File: src/rtl/tt_settle_timer.sv
// Loadable down-counter with a zero flag; counting stops at zero.
module tt_settle_timer #(
  parameter int W = 2
) (
  input  logic         clk,
  input  logic         rst_n,
  input  logic         load,
  input  logic [W-1:0] load_val,
  input  logic         dec,
  output logic         zero
);

  logic [W-1:0] cnt_q, cnt_d;

  always_comb begin
    cnt_d = cnt_q;
    if (load) begin
      cnt_d = load_val;
    end else if (dec && (cnt_q != '0)) begin
      cnt_d = cnt_q - W'(1);
    end
  end

  always_ff @(posedge clk or negedge rst_n) begin
    if (!rst_n) begin
      cnt_q <= '0;
    end else begin
      cnt_q <= cnt_d;
    end
  end

  assign zero = (cnt_q == '0);

endmodule

File: config.mk
export PLATFORM = sky130hd
export DESIGN_NAME = tt_settle_timer
export DESIGN_NICKNAME = d
export VERILOG_FILES = /design/src/rtl/tt_settle_timer.sv
export SDC_FILE = /design/constraint.sdc
export NUM_CORES = 1
export LEC_CHECK = 0
export CELL_PAD_IN_SITES_DETAIL_PLACEMENT = 1
export CELL_PAD_IN_SITES_GLOBAL_PLACEMENT = 2
export CORE_AREA = 2 2 39 41
export CTS_CLUSTER_SIZE = 14
export DETAILED_ROUTE_END_ITERATION = 10
export DIE_AREA = 0 0 41 43
export PLACE_DENSITY = 0.53
export SLEW_MARGIN = 0
export SYNTH_ARGS = -nofsm -noshare
export SYNTH_HDL_FRONTEND = slang
export SYNTH_SLANG_ARGS = --single-unit
File: constraint.sdc
create_clock -name clk -period 1.4 [get_ports clk]
set_input_delay 0.28 -clock clk [delete_from_list [all_inputs] [get_ports clk]]
set_output_delay 0.28 -clock clk [all_outputs]
set_load 0.005 [all_outputs]
==> results.cfg <==
[global_routing]
grt_pass1_wl_um = 634
grt_pass1_vias = 171
grt_max_degree = 6
grt_usage_pct = 6.43
grt_antenna_before_repair = 0
grt_overflow = 0

[logic_synthesis]
synth_cell_types = 9
yosysTopAreaCellShare_pct = 37.7
ys_async_sr_fraction_pct = 100
ys_warn_count = 0
yosys.area.top_type = dfrtp_1
synth_area_per_cell_um2 = 10.2
postSynthCellCount = 13
synth_common_cells = dfrtp_1, inv_1, nand2_1, or4b_1
synth-main-ff-cell = dfrtp_1
synth-edff-count = 0
netlist_area_um2 = 133
synthTopCellsByArea = dfrtp_1, or4b_1, ha_1
seq_area_frac_synth_pct = 37.7
ys_ff_latch = 2
syn_nets = 20

[clock_network]
cts-root-buf = clkbuf_4
htreeDepth = 1
insertion_delay_ps = 230
cts_tree = built
clkSlewWorstSetupHoldPaths_ps = 30
numClockSinks = 2
clk_path_buf_depth = 2
numCtsBuffers = 3
ctsHoldBuffers = 0

[worst_setup_path]
cp.arrival_ps = 1510
required_ps = 1530
path_buf_inv = 1
path_class = register to register
max_stage_delay_ps = 550
cp-start-kind = register
crit_family = simple AND/OR/NAND/NOR gates
worstPathCellList = inv_2 > ha_4 > or4b_4 > o311ai_4
path_max_fanout = 2
critPathSlowestCell = or4b_4
endpoint_kind = register

[sta]
slew_viol_final = 0
rsz0062_at_grt = yes
fin_crit_sh_pct = 98.9
worst_pin_slew_ps = 350
finClkSkew_ps = 0.289
max_freq_mhz = 722
layout_min_cycle_time_ps = 1390
slew_headroom_pct = 76.6
setup_viol = 0
timing_hold_violations_final = 0

[floorplanning]
rows = 14
io_pins = 7
die_area_um2 = 1760
die_w_um = 41
initial_utilization_pct = 9.58
coreArea_um2 = 1380
die_h_um = 43

[routing]
drt_wl_total_um = 488
dr.first_iter.drc_count = 0
antenna_left = 0
viasPerCell = 3.79
dr.pass1.iters = 1
routedWlPerCell_um = 11.6
vias = 159
drc = 0

[layout]
area_growth_pct = 125
largest_reg_flops = 2
top_regs = cnt_q: 2 flops
nNetsFinal = 35
largest-register = cnt_q
fillers = 165
multi_input_area_um2 = 109
layout-drive-gt1-share_pct = 50.0
regArea_um2 = 50.0
layout.cells.non_filler = 42
diodes = 0

[placement]
post-place-cells = 38
gp_congestion = 0.718
io_buffers = 6

[pwr]
p_per_area_nw_per_um2 = 1080
total_power_uw = 322
leakagePower_nw = 0.128
peakVddDrop_v = 0.000178

[worst_hold_path]
hp-class = input pin to asynchronous set/reset pin

[outcome]
outcome = complete, no violations

[run]
drv_cap = 0
what timing repair did:
| action | CTS | global route |
|---|---|---|
| setup buffers | 1 | 1 |
| setup endpoints to repair | 2 | 2 |
| pin swaps | 2 | 2 |
| resized for setup | 3 | 6 |
| gates cloned | 0 | 0 |
worst paths after layout:
check | start | cells after the start | slack (ps) | endpoint
worst max-delay path | cnt_q[0] | 4 | 10 | cnt_q[1]
worst min-delay path | rst_n | 1 | 220 | cnt_q[1]
worst max register to register | cnt_q[0] | 4 | 10 | cnt_q[1]
worst min register to register | cnt_q[1] | 3 | 700 | cnt_q[1]
max in group asynchronous | rst_n | 1 | 1070 | cnt_q[0]
min in group clk | load_val[0] | 3 | 640 | cnt_q[0]
cell type report:
type                       count  share of cell area [%]
inverter                       2                    2.52
multi-input combinational      9                    36.6
tap                           16                    6.72
timing repair buffer          10                    29.8
sequential                     2                    16.8
clock buffer                   3                    7.56
power breakdown:
group	switching, mW	internal [mW]
Combinational	0.0476	0.0711
Sequential	0.00522	0.0671
Clock	0.0365	0.0949
Total	0.0892	0.233
cells in the final DEF, fill, tap and decap left out:
cell | synthesis | routed
clkdlybuf4s50_1 | 0 | 5
buf_4 | 0 | 4
clkbuf_4 | 0 | 3
inv_2 | 0 | 2
nand2_1 | 2 | 2
dfrtp_1 | 2 | 2
nor2b_1 | 1 | 1
or2b_1 | 1 | 1
or4b_1 | 2 | 1
o211ai_2 | 1 | 1
or4b_4 | 0 | 1
o311ai_4 | 0 | 1
ha_4 | 0 | 1
dlygate4sd2_1 | 0 | 1
logic make-up (layout without fill, tap and decap cells):
family	count (synthesis)	in the layout	share of synthesized area, %
AOI/OAI and AO/OA	2	2	16.0
adders and majority gates	1	1	9.43
buffers and inverters	2	15	5.66
DFF	2	2	37.7
and+or+nand+nor	6	6	31.1
metrics by stage:
stage | setup TNS [ps] | utilization [%] | hold WS [ps] | instance area [um^2] | setup slack, ps
2_1_floorplan | 0 | - | -15.6 | 133 | 81.9
3_3_place_gp | -40.3 | 17.0 | 455 | 235 | -18.5
3_5_place_dp | -135 | 17.0 | 452 | 235 | -56.8
4_1_cts | 0 | 18.7 | 210 | 259 | 6.07
5_1_grt | -11.2 | 21.5 | 211 | 298 | -11.2
6_report | 0 | 21.5 | 217 | 298 | 14.9
routing by layer:
layer  part of all wire (%)  global-route usage [%]  up-vias
met3                    9.8                    3.14        0
met1                     35                    5.48       79
met5                      0                       0        -
li1                       -                       -       73
met4                      0                    10.0        0
met2                     56                    8.13        7
No activity file was read; power rests on OpenSTA's default activity.
